File: config.mk
export PLATFORM = sky130hd
export DESIGN_NAME = imem_loader
export DESIGN_NICKNAME = d
export VERILOG_FILES = /design/src/rtl/imem_loader.sv
export SDC_FILE = /design/constraint.sdc
export NUM_CORES = 1
export LEC_CHECK = 0
export BUFFER_PORTS_ARGS = -buffer_cell sky130_fd_sc_hd__buf_2
export CAP_MARGIN = 10
export CELL_PAD_IN_SITES_DETAIL_PLACEMENT = 0
export CELL_PAD_IN_SITES_GLOBAL_PLACEMENT = 1
export CORE_MARGIN = 8
export CORE_UTILIZATION = 35
export DETAILED_ROUTE_END_ITERATION = 8
export PLACE_DENSITY = 0.73
export SLEW_MARGIN = 25
export SYNTH_ARGS = -nofsm -noshare
export SYNTH_HDL_FRONTEND = slang
export SYNTH_SLANG_ARGS = --single-unit
File: constraint.sdc
create_clock -name clk -period 5.35 [get_ports clk]
set_input_delay 1.07 -clock clk [delete_from_list [all_inputs] [get_ports clk]]
set_output_delay 1.07 -clock clk [all_outputs]
set_load 0.01 [all_outputs]
File: src/rtl/imem_loader.sv
// imem_loader: packs a big-endian byte stream into 32-bit words and writes them to
// instruction memory from word address 0 upward, holding the CPU until the load ends.
module imem_loader #(
  parameter int ADDR_WIDTH = 8
) (
  input  logic                  clk,
  input  logic                  reset,
  input  logic                  start,
  input  logic [ADDR_WIDTH:0]   word_count,
  input  logic [7:0]            byte_in,
  input  logic                  byte_valid,
  output logic                  byte_ready,
  output logic                  wr_en,
  output logic [ADDR_WIDTH-1:0] wr_addr,
  output logic [31:0]           wr_data,
  output logic                  busy,
  output logic                  done,
  output logic                  cpu_hold
);

  typedef enum logic [1:0] {
    S_IDLE,
    S_RECV,
    S_WRITE,
    S_DONE
  } state_t;

  localparam logic [ADDR_WIDTH:0] CAPACITY = {1'b1, {ADDR_WIDTH{1'b0}}};
  localparam logic [ADDR_WIDTH:0] IDX_ONE  = {{ADDR_WIDTH{1'b0}}, 1'b1};

  state_t                state_q, state_d;
  logic [ADDR_WIDTH:0]   count_q, count_d;
  logic [ADDR_WIDTH:0]   idx_q, idx_d;
  logic [1:0]            byte_cnt_q, byte_cnt_d;
  logic [31:0]           asm_q, asm_d;
  logic                  byte_ready_q, byte_ready_d;
  logic                  wr_en_q, wr_en_d;
  logic [ADDR_WIDTH-1:0] wr_addr_q, wr_addr_d;
  logic [31:0]           wr_data_q, wr_data_d;
  logic                  busy_q, busy_d;
  logic                  done_q, done_d;
  logic                  cpu_hold_q, cpu_hold_d;

  logic [ADDR_WIDTH:0]   count_sat;
  logic [ADDR_WIDTH:0]   next_idx;
  logic [31:0]           asm_shifted;
  logic                  byte_accept;

  // The index is one bit wider than the address so a full-capacity load ends
  // by comparing against 2^ADDR_WIDTH instead of wrapping back to address 0.
  assign count_sat   = (word_count > CAPACITY) ? CAPACITY : word_count;
  assign next_idx    = idx_q + IDX_ONE;
  assign asm_shifted = {asm_q[23:0], byte_in};
  assign byte_accept = byte_valid && byte_ready_q;

  always_comb begin
    state_d      = state_q;
    count_d      = count_q;
    idx_d        = idx_q;
    byte_cnt_d   = byte_cnt_q;
    asm_d        = asm_q;
    byte_ready_d = byte_ready_q;
    wr_en_d      = 1'b0;
    wr_addr_d    = wr_addr_q;
    wr_data_d    = wr_data_q;
    busy_d       = busy_q;
    done_d       = done_q;
    cpu_hold_d   = cpu_hold_q;

    unique case (state_q)
      S_IDLE, S_DONE: begin
        if (start) begin
          count_d    = count_sat;
          idx_d      = '0;
          byte_cnt_d = 2'd0;
          wr_addr_d  = '0;
          if (count_sat == '0) begin
            state_d      = S_DONE;
            byte_ready_d = 1'b0;
            busy_d       = 1'b0;
            done_d       = 1'b1;
            cpu_hold_d   = 1'b0;
          end else begin
            state_d      = S_RECV;
            byte_ready_d = 1'b1;
            busy_d       = 1'b1;
            done_d       = 1'b0;
            cpu_hold_d   = 1'b1;
          end
        end
      end

      S_RECV: begin
        if (byte_accept) begin
          asm_d      = asm_shifted;
          byte_cnt_d = byte_cnt_q + 2'd1;
          if (byte_cnt_q == 2'd3) begin
            state_d      = S_WRITE;
            byte_ready_d = 1'b0;
            wr_en_d      = 1'b1;
            wr_addr_d    = idx_q[ADDR_WIDTH-1:0];
            wr_data_d    = asm_shifted;
          end
        end
      end

      S_WRITE: begin
        idx_d      = next_idx;
        byte_cnt_d = 2'd0;
        if (next_idx == count_q) begin
          state_d      = S_DONE;
          byte_ready_d = 1'b0;
          busy_d       = 1'b0;
          done_d       = 1'b1;
          cpu_hold_d   = 1'b0;
        end else begin
          state_d      = S_RECV;
          byte_ready_d = 1'b1;
        end
      end

      default: begin
        state_d = S_IDLE;
      end
    endcase
  end

  always_ff @(posedge clk) begin
    if (reset) begin
      state_q      <= S_IDLE;
      count_q      <= '0;
      idx_q        <= '0;
      byte_cnt_q   <= 2'd0;
      asm_q        <= 32'd0;
      byte_ready_q <= 1'b0;
      wr_en_q      <= 1'b0;
      wr_addr_q    <= '0;
      wr_data_q    <= 32'd0;
      busy_q       <= 1'b0;
      done_q       <= 1'b0;
      cpu_hold_q   <= 1'b1;
    end else begin
      state_q      <= state_d;
      count_q      <= count_d;
      idx_q        <= idx_d;
      byte_cnt_q   <= byte_cnt_d;
      asm_q        <= asm_d;
      byte_ready_q <= byte_ready_d;
      wr_en_q      <= wr_en_d;
      wr_addr_q    <= wr_addr_d;
      wr_data_q    <= wr_data_d;
      busy_q       <= busy_d;
      done_q       <= done_d;
      cpu_hold_q   <= cpu_hold_d;
    end
  end

  assign byte_ready = byte_ready_q;
  assign wr_en      = wr_en_q;
  assign wr_addr    = wr_addr_q;
  assign wr_data    = wr_data_q;
  assign busy       = busy_q;
  assign done       = done_q;
  assign cpu_hold   = cpu_hold_q;

endmodule

# ---- Word-level counts from Yosys, hierarchy flattened
# Cells that the tools add are included.
dict set report classes {
  addsub 2
  n_lt_le_gt_ge 1
  n_eq_ne 9
  n_mux 29
  bitwise_logic 2
  n_reduce_logical 15
}
# op count
set ops {}
lappend ops {{two-way mux 8 bit} 3}
lappend ops {{two-way mux 9 bit} 2}
lappend ops {{one-hot mux 9 bit (2 select lines)} 1}
lappend ops {{one-hot mux 8 bit (2 select lines)} 1}
lappend ops {{two-way mux 2 bit} 7}
lappend ops {{one-hot mux 2 bit (3 select lines)} 2}
lappend ops {{two-way mux 1 bit} 10}
lappend ops {{adder 9 x 1 -> 9 bit (second input constant)} 1}
lappend ops {{equality test 9 bit} 1}
lappend ops {{> comparator 9 bit (second input constant)} 1}
lappend ops {{zero test 9 bit} 1}
lappend ops {{AND reduction 3 bit} 3}
lappend ops {{inequality test 2 bit (second input constant)} 4}
lappend ops {{AND reduction 2 bit} 4}
lappend ops {{equality test 2 bit (second input constant)} 3}
lappend ops {{one-hot mux 1 bit (2 select lines)} 2}
lappend ops {{AND reduction 4 bit} 1}
lappend ops {{nonzero test 2 bit} 2}
lappend ops {{one-hot mux 1 bit (3 select lines)} 1}
lappend ops {{OR reduction 3 bit} 1}
lappend ops {{adder 2 x 1 -> 2 bit (second input constant)} 1}
lappend ops {{equality test 2 x 1 -> 1 bit (second input constant)} 1}
lappend ops {{zero test 2 bit} 1}
lappend ops {{inverter 1 bit} 2}
lappend ops {{other kinds (2)} 2}
dict set report word_totals {
  register_bits 91
  in_bits 21
  out_inout_bits 45
  word_cells 70
}

# ---- Longest topological paths before layout
# Gate-level depths: netlist of the first run.
dict set report logic_depth {
  depth_word 6
  ltp_mapped 9
  mapped_depth_nobuf 7
}

# ---- Worst setup path after synthesis of the first run
# No wires, ideal clock.
dict set report synth_timing {
  path_type {input port to flip-flop}
  start {input port word_count[8]}
  end {register cpu_hold_q (netlist: cpu_hold)}
  setup_time_ns 0.135
  arrival_time_ns 2.349
  t_required_ns 5.215
  setup_slack_ns 2.866
  cell_stages 6
  path_buffers 1
  cell_sequence {clkbuf_1 -> nor4_1 -> a31oi_1 -> or2_2 -> a211oi_1 -> a21oi_1}
}
dict set report synth_between {
  elab_chain_len 6
}
# item line
set synth_lines {}
lappend synth_lines {{start, declared} 9} ;# input logic [ADDR_WIDTH:0] word_count,
lappend synth_lines {{> comparator 9 bit} 51} ;# assign count_sat = (word_count > CAPACITY) ? CAPACITY : word_count;
lappend synth_lines {{two-way mux 9 bit *} 51}
lappend synth_lines {{zero test 9 bit *} 77} ;# if (count_sat == '0) begin
lappend synth_lines {{two-way mux 1 bit *} 77}
lappend synth_lines {{two-way mux 1 bit *} 72} ;# if (start) begin
lappend synth_lines {{one-hot mux 1 bit (2 select lines) *} 70} ;# unique case (state_q)
lappend synth_lines {{end signal, assigned} 154} ;# cpu_hold_q <= cpu_hold_d;
lappend synth_lines {{end, declared} 42} ;# logic cpu_hold_q, cpu_hold_d;
# Every way passes the cells marked *; elsewhere a longest branch is shown, timed or not. The select of a mux whose other input is x is not followed.
# A chain may end at the register's enable or synchronous reset.

# ---- Final worst setup path of the first run
dict set report layout_timing {
  start {register idx_q[0]}
  end {register busy_q (netlist: busy)}
}
dict set report layout_between {
  elab_chain_len 4
}
# item line
set layout_lines {}
lappend layout_lines {{start, declared} 33} ;# logic [ADDR_WIDTH:0] idx_q, idx_d;
lappend layout_lines {{start signal, assigned} 145} ;# idx_q <= idx_d;
lappend layout_lines {{adder 9 x 1 -> 9 bit} 52} ;# assign next_idx = idx_q + IDX_ONE;
lappend layout_lines {{equality test 9 bit} 110} ;# if (next_idx == count_q) begin
lappend layout_lines {{inequality test 2 bit (no line)} n/a}
lappend layout_lines {{AND reduction 3 bit (no line)} n/a}
lappend layout_lines {{end signal, assigned} 152} ;# busy_q <= busy_d;
lappend layout_lines {{end, declared} 40} ;# logic busy_q, busy_d;
# Every way passes these cells.

==> qor.tcl, run 1 <==
set qor(floorplan.initialDensity) 0.359
set qor(rrSetupSlack_ps) 2620
set qor(mappedNetlistArea_um2) 3890
set qor(globalRouteTotalUtil) 0.133
set qor(fin_crit_sh) 0.510
set qor(criticalPathCategory) {reg2reg}
set qor(max_freq_mhz) 366
set qor(synth-seq-area-share) 0.468
set qor(die_w_um) 121
set qor(synth_compound_area_frac) 0.174
set qor(reg2reg_from) {idx_q[0]}
set qor(critical_path_arrival_ps) 2930
set qor(drt_pass1_iterations) 5
set qor(synthDistinctLibCells) 50
set qor(path_clk_slew_ps) 90
set qor(cp_data_required_time_ps) 5550
set qor(timing.max_slew.rel_slack) 0.371
set qor(fillCellCount) 1141
set qor(grt_start_max_net_pins) 93
set qor(fp.dieH_um) 121
set qor(synth_xor_area_frac) 0.0308
set qor(synth_ff_type) {sky130_fd_sc_hd__dfxtp_1}
set qor(cts.repair.resized) 0
set qor(max_cap_violations) 0
set qor(final_layout_size_suffix_gt1_frac) 0.172
set qor(finalCriticalPeriod_ps) 2730
set qor(worst_setup_path_start_kind) {flip-flop}
set qor(rr_worst_depth) 6
set qor(synth_fa_ha_area_frac) 0.0161
set qor(routed-via-count) 3336
set qor(post_drt_wl_per_cell_um) 14.4
set qor(grt_pass1_vias) 3253
set qor(dp.final_hpwl_um) 6450
set qor(cp.depth) 6
set qor(grt_remaining_overflow) 0
set qor(synth-seq-cells) 91
set qor(worstMarginPinSlew_ps) 944
set qor(crit_path_top_delay_cell) {sky130_fd_sc_hd__dfxtp_1}
set qor(async_set_or_reset_flop_fraction_in_the_synthesized_netlist) 0
set qor(power.leakage_uw) 0.00169
set qor(synth_warnings) 0
set qor(io_buffers) 65
set qor(totalNegativeSetupSlack_ps) 0
set qor(antennaDiodeCount) 0
set qor(synthCells) 481
set qor(tritoncts) {done}
set qor(rsz0062_at_grt) {false}
set qor(cts_inserted_buffers) 9
set qor(clk_path_buf_depth) 2
set qor(ir_drop_mv) 0.167
set qor(yosys-mux-area-fraction) 0.0138
set qor(totalWireLength_um) 9620
set qor(final_layout_net_count) 549
set qor(pre_cts_ws_ps) 1970
set qor(worstSkewPairLatency_ps) 360
set qor(drt-initial-drc-count) 223
set qor(via_per_inst) 4.99
set qor(ios) 66
set qor(post-cts-setup-buffer-count) 0
set qor(gpl.final_weighted_congestion) 0.796
set qor(synth_enable_flop_cells) 0
set qor(cts.sink_count) 91
set qor(timing_max_transition_violations_final) 0
set qor(cp-startpoint) {idx_q[0]}
set qor(worst-path-buf-inv) 0
set qor(rr_endpoint) {busy}
set qor(mostFrequentLayoutCells) {sky130_fd_sc_hd__nand2_1 (129), sky130_fd_sc_hd__dfxtp_1 (91), sky130_fd_sc_hd__a21oi_1 (73)}
set qor(clock-root-buffer) {sky130_fd_sc_hd__clkbuf_8}
set qor(ant_nets) 0
set qor(critical_path.top_delay_family) {compound AO/OA/AOI/OAI gates}
set qor(cts-hold-fix-buffers) 0
set qor(antenna_found_initial) 0
set qor(grt_pass1_wl_um) 16000
set qor(ctsHtreeMaxLevel) 3
set qor(setup-violations-final) 0
set qor(core.rowCount) 38
set qor(outcome) {finished clean}
set qor(mostFrequentLayoutCell) {sky130_fd_sc_hd__nand2_1}
set qor(power_density_nw_per_um2) 360
set qor(area_fraction_in_and_or_nand_and_nor_cells_after_synthesis) 0.236
set qor(dominant_combinational_cell_family_by_area_after_synthesis) {simple AND/OR/NAND/NOR gates}
set qor(crit_path_cell_trace) {ha_1 > xor3_1 > or4_1 > o311a_2 > a2111oi_4 > o221ai_1}
set qor(fin_ws_ps) 2620
set qor(synthesized_area_per_cell_um2) 8.10
set qor(core_area_um2) 10800
set qor(timing.clock.skew_ps) 11.1
set qor(fp.dieArea_um2) 14800
set qor(crit_path_end) {busy}
set qor(slowest_delay_ps) 570
set qor(hold_class) {reg2reg}
set qor(syn_nets) 507
set qor(drc_errors) 0
set qor(worstPathMaxFanout) 10
set qor(hold_viol_final) 0
set qor(endpoint_kind) {flip-flop}
set qor(syn2layout_area_growth_pct) 13.5
-- metal layers --
layer  routed length [um]  vias up  track usage
met2                 4020       73        0.187
met5                    0        -            0
li1                     -     1707            -
met1                 4840     1541        0.184
met4                  174        0       0.0601
met3                  580       15       0.0363
-- metrics by stage --
| stage | hold slack [ps] | utilization | instances | instance area (um^2) | power [uW] |
|---|---|---|---|---|---|
| after floorplan | 432 | - | 481 | 3890 | 997 |
| after global placement | 441 | 0.387 | 652 | 4200 | 1090 |
| after detailed placement | 446 | 0.387 | 652 | 4200 | 1090 |
| after CTS | 456 | 0.407 | 668 | 4420 | 1610 |
| after global routing | 477 | 0.408 | 668 | 4420 | 1680 |
| final | 450 | 0.408 | 668 | 4420 | 1590 |
-- tightest hold or removal path: stages (launching register included) --
cell and delay, ps:
sky130_fd_sc_hd__dfxtp_1 320, sky130_fd_sc_hd__nand2_1 50, sky130_fd_sc_hd__a21oi_1 50
-- power breakdown --
group | internal [uW] | switching [uW] | leakage [uW]
registers | 713 | 37.1 | 0.000735
clock network | 267 | 244 | 0.000105
logic | 111 | 216 | 0.000850
total | 1090 | 498 | 0.00169
-- Yosys cell counts, types with 3 or more instances --
cell	number	area (um^2)
sky130_fd_sc_hd__mux2_2	3	33.8
sky130_fd_sc_hd__nor2b_1	3	18.8
sky130_fd_sc_hd__nor3b_1	8	60.1
sky130_fd_sc_hd__clkbuf_8	4	55.1
sky130_fd_sc_hd__nor2_1	39	146
sky130_fd_sc_hd__inv_1	6	22.5
sky130_fd_sc_hd__clkbuf_1	28	105
sky130_fd_sc_hd__nor3_1	4	20.0
sky130_fd_sc_hd__nand3_1	8	40.0
sky130_fd_sc_hd__nand3b_1	3	22.5
sky130_fd_sc_hd__a211oi_1	3	22.5
sky130_fd_sc_hd__nand4_1	6	37.5
sky130_fd_sc_hd__a22oi_1	14	105
sky130_fd_sc_hd__o21ai_0	4	20.0
sky130_fd_sc_hd__dfxtp_1	91	1820
sky130_fd_sc_hd__a31oi_1	3	18.8
sky130_fd_sc_hd__xor2_1	4	35.0
sky130_fd_sc_hd__ha_1	5	62.6
sky130_fd_sc_hd__nand2_1	129	484
sky130_fd_sc_hd__xnor2_1	7	61.3
sky130_fd_sc_hd__a21oi_1	73	365
-- layout make-up --
cell class                 instances  area [um^2]  area share
timing repair buffer              68          348      0.0787
multi-input combinational        347         1830       0.415
clock buffer                      11          131      0.0297
inverter                           6         22.5     0.00510
tap                              140          175      0.0396
sequential                        91         1820       0.412
clock inverter                     5         85.1      0.0193
-- kinds of logic (layout without fill, tap and decap cells) --
group | count (synthesis) | count (layout)
buf+inv | 43 | 90
compound gates | 112 | 112
fa+ha+maj | 5 | 5
xor+xnor | 12 | 12
mux | 5 | 5
simple gates | 213 | 213
flops | 91 | 91
-- state kept, by name, indices dropped and copies added (netlist names) --
register and cells:
asm_q 24, done 1, idx_q 9, wr_data 32
byte_ready 1, busy 1, cpu_hold 1, count_q 9
wr_en 1, wr_addr 8, state_q 2, byte_cnt_q 2
-- worst min path at each step --
stage | endpoint | depth (start not counted) | slack, ps | start
floorplan | wr_data[24] | 2 | 430 | asm_q[16]
global placement | wr_data[3] | 2 | 440 | wr_data[3]
detailed placement | wr_data[28] | 2 | 450 | asm_q[20]
CTS | wr_data[28] | 2 | 460 | asm_q[20]
global route | wr_data[10] | 2 | 480 | wr_data[10]
finish | wr_data[28] | 2 | 450 | asm_q[20]
Note: power is estimated with default switching activity, not from simulation.
==> run 2, diff against run 1 <==
clock period = 2.7 ns   (was 5.35 ns; I/O delays follow)
==> qor.tcl, run 2 (synthesized netlist as in run 1, its figures left out) <==
set qor(rr_worst_depth) 6
set qor(worstSkewPairLatency_ps) 360
set qor(ios) 66
set qor(slowest_delay_ps) 510
set qor(power_density_nw_per_um2) 700
set qor(fin_ws_ps) 197
set qor(tritoncts) {done}
set qor(crit_path_cell_trace) {ha_2 > xor3_1 > or4_1 > o311a_2 > a2111oi_4 > o221ai_1}
set qor(hold_viol_final) 0
set qor(fp.dieArea_um2) 14800
set qor(endpoint_kind) {flip-flop}
set qor(drt_pass1_iterations) 4
set qor(setup-violations-final) 0
set qor(power.leakage_uw) 0.00173
set qor(cp.depth) 6
set qor(placed_cells_incl_taps) 661
set qor(path_clk_slew_ps) 90
set qor(mostFrequentLayoutCell) {sky130_fd_sc_hd__nand2_1}
set qor(timing_max_transition_violations_final) 0
set qor(dpl_cell_area_um2) 4270
set qor(floorplan.initialDensity) 0.359
set qor(stdcell_count) 677
set qor(routed-via-count) 3401
set qor(final_layout_net_count) 558
set qor(timing.max_slew.rel_slack) 0.532
set qor(timing.clock.skew_ps) 9.10
set qor(max_cap_violations) 0
set qor(antenna_found_initial) 0
set qor(crit_path_top_delay_cell) {sky130_fd_sc_hd__a2111oi_4}
set qor(core_area_um2) 10800
set qor(totalNegativeSetupSlack_ps) 0
set qor(cts-hold-fix-buffers) 0
set qor(gpl.final_weighted_congestion) 0.858
set qor(drt-initial-drc-count) 190
set qor(ir_drop_mv) 0.247
set qor(criticalPathCategory) {reg2reg}
set qor(io_buffers) 65
set qor(die_w_um) 121
set qor(outcome) {finished clean}
set qor(cts_inserted_buffers) 9
set qor(antennaDiodeCount) 0
set qor(fin_crit_sh) 0.927
set qor(core.rowCount) 38
set qor(min_path_cells) 3
set qor(cts.sink_count) 91
set qor(ctsHtreeMaxLevel) 3
set qor(dp.final_hpwl_um) 6910
set qor(critical_path.top_delay_family) {compound AO/OA/AOI/OAI gates}
set qor(max_freq_mhz) 399
set qor(grt_pass1_vias) 3306
set qor(worst-path-buf-inv) 0
set qor(totalWireLength_um) 9840
set qor(fp.dieH_um) 121
set qor(grt_remaining_overflow) 0
set qor(critical_path_arrival_ps) 2730
set qor(finalCriticalPeriod_ps) 2500
set qor(post-cts-setup-buffer-count) 0
set qor(cp_data_required_time_ps) 2920
set qor(ant_nets) 0
set qor(final_layout_size_suffix_gt1_frac) 0.188
set qor(worstMarginPinSlew_ps) 698
set qor(mostFrequentLayoutCells) {sky130_fd_sc_hd__nand2_1 (129), sky130_fd_sc_hd__dfxtp_1 (91), sky130_fd_sc_hd__a21oi_1 (73)}
set qor(syn2layout_area_growth_pct) 14.8
set qor(grt_start_max_net_pins) 39
set qor(post_drt_wl_per_cell_um) 14.5
set qor(hold_class) {in2reg}
set qor(pre_cts_ws_ps) 137
set qor(layout.core_utilization) 0.413
set qor(finish.instance_area_um2) 4470
set qor(fillCellCount) 1138
set qor(largest_reg_flops) 32
set qor(drc_errors) 0
set qor(clock-root-buffer) {sky130_fd_sc_hd__clkbuf_8}
set qor(rsz0062_at_grt) {false}
set qor(worstPathMaxFanout) 8
set qor(worst_setup_path_start_kind) {flip-flop}
set qor(globalRouteTotalUtil) 0.137
set qor(grt_pass1_wl_um) 16200
set qor(via_per_inst) 5.02
set qor(clk_path_buf_depth) 2
-- run 2: changes by cell type in the layout (fill, tap and decap cells not counted) --
cell,before,now
sky130_fd_sc_hd__clkinv_2,0,1
sky130_fd_sc_hd__ha_2,0,1
sky130_fd_sc_hd__ha_1,5,4
sky130_fd_sc_hd__and2_2,1,0
sky130_fd_sc_hd__clkbuf_8,9,10
sky130_fd_sc_hd__bufinv_16,2,1
sky130_fd_sc_hd__clkbuf_1,2,1
sky130_fd_sc_hd__and2_1,0,1
sky130_fd_sc_hd__buf_4,3,12
-- run 2: layer usage --
| layer | up-vias | wire [um] | share of wire | global-route usage |
|---|---|---|---|---|
| met4 | 0 | 190 | 0.019 | 0.0702 |
| met5 | - | 0 | 0 | 0 |
| met1 | 1585 | 4720 | 0.48 | 0.181 |
| li1 | 1723 | - | - | - |
| met2 | 79 | 4360 | 0.44 | 0.202 |
| met3 | 14 | 570 | 0.058 | 0.0316 |
-- run 2: path summary, 6_finish.rpt --
path,startpoint,end,slack [ps]
hold reg to reg,wr_data[21],wr_data[21],450
setup reg to reg,idx_q[1],busy,200
setup / recovery,idx_q[1],busy,200
hold / removal,byte_in[5],wr_data[5],410
-- run 2: cell type report --
type,count,area (um^2),share of cell area
tap,140,175,0.0392
inverter,6,22.5,0.00504
clock buffer,11,141,0.0316
sequential,91,1820,0.407
multi-input combinational,347,1840,0.410
clock inverter,5,60.1,0.0134
timing repair buffer,77,415,0.0929
-- run 2: repair_timing --
item	CTS	global route
gates resized for setup	0	1
endpoints found under the setup margin	0	1
endpoints found under the hold margin	0	0
-- run 2: stage by stage --
| stage | power [uW] | hold slack (ps) |
|---|---|---|
| final | 3130 | 415 |
| after global routing | 3330 | 400 |
| after CTS | 3180 | 395 |
| after detailed placement | 2210 | 445 |
| after global placement | 2200 | 441 |
| after floorplan | 1970 | 432 |
-- run 2: worst register-to-register path, cell delays in order (launching register included) --
cell and delay [ps]:
sky130_fd_sc_hd__dfxtp_1 470, sky130_fd_sc_hd__ha_2 320, sky130_fd_sc_hd__xor3_1 240, sky130_fd_sc_hd__or4_1 470, sky130_fd_sc_hd__o311a_2 170, sky130_fd_sc_hd__a2111oi_4 510, sky130_fd_sc_hd__o221ai_1 190
-- run 2: report_power, final --
part           switching, uW  internal (uW)  total, uW
Combinational            451            249        700
Clock                    491            459        950
Sequential              67.8           1410       1480
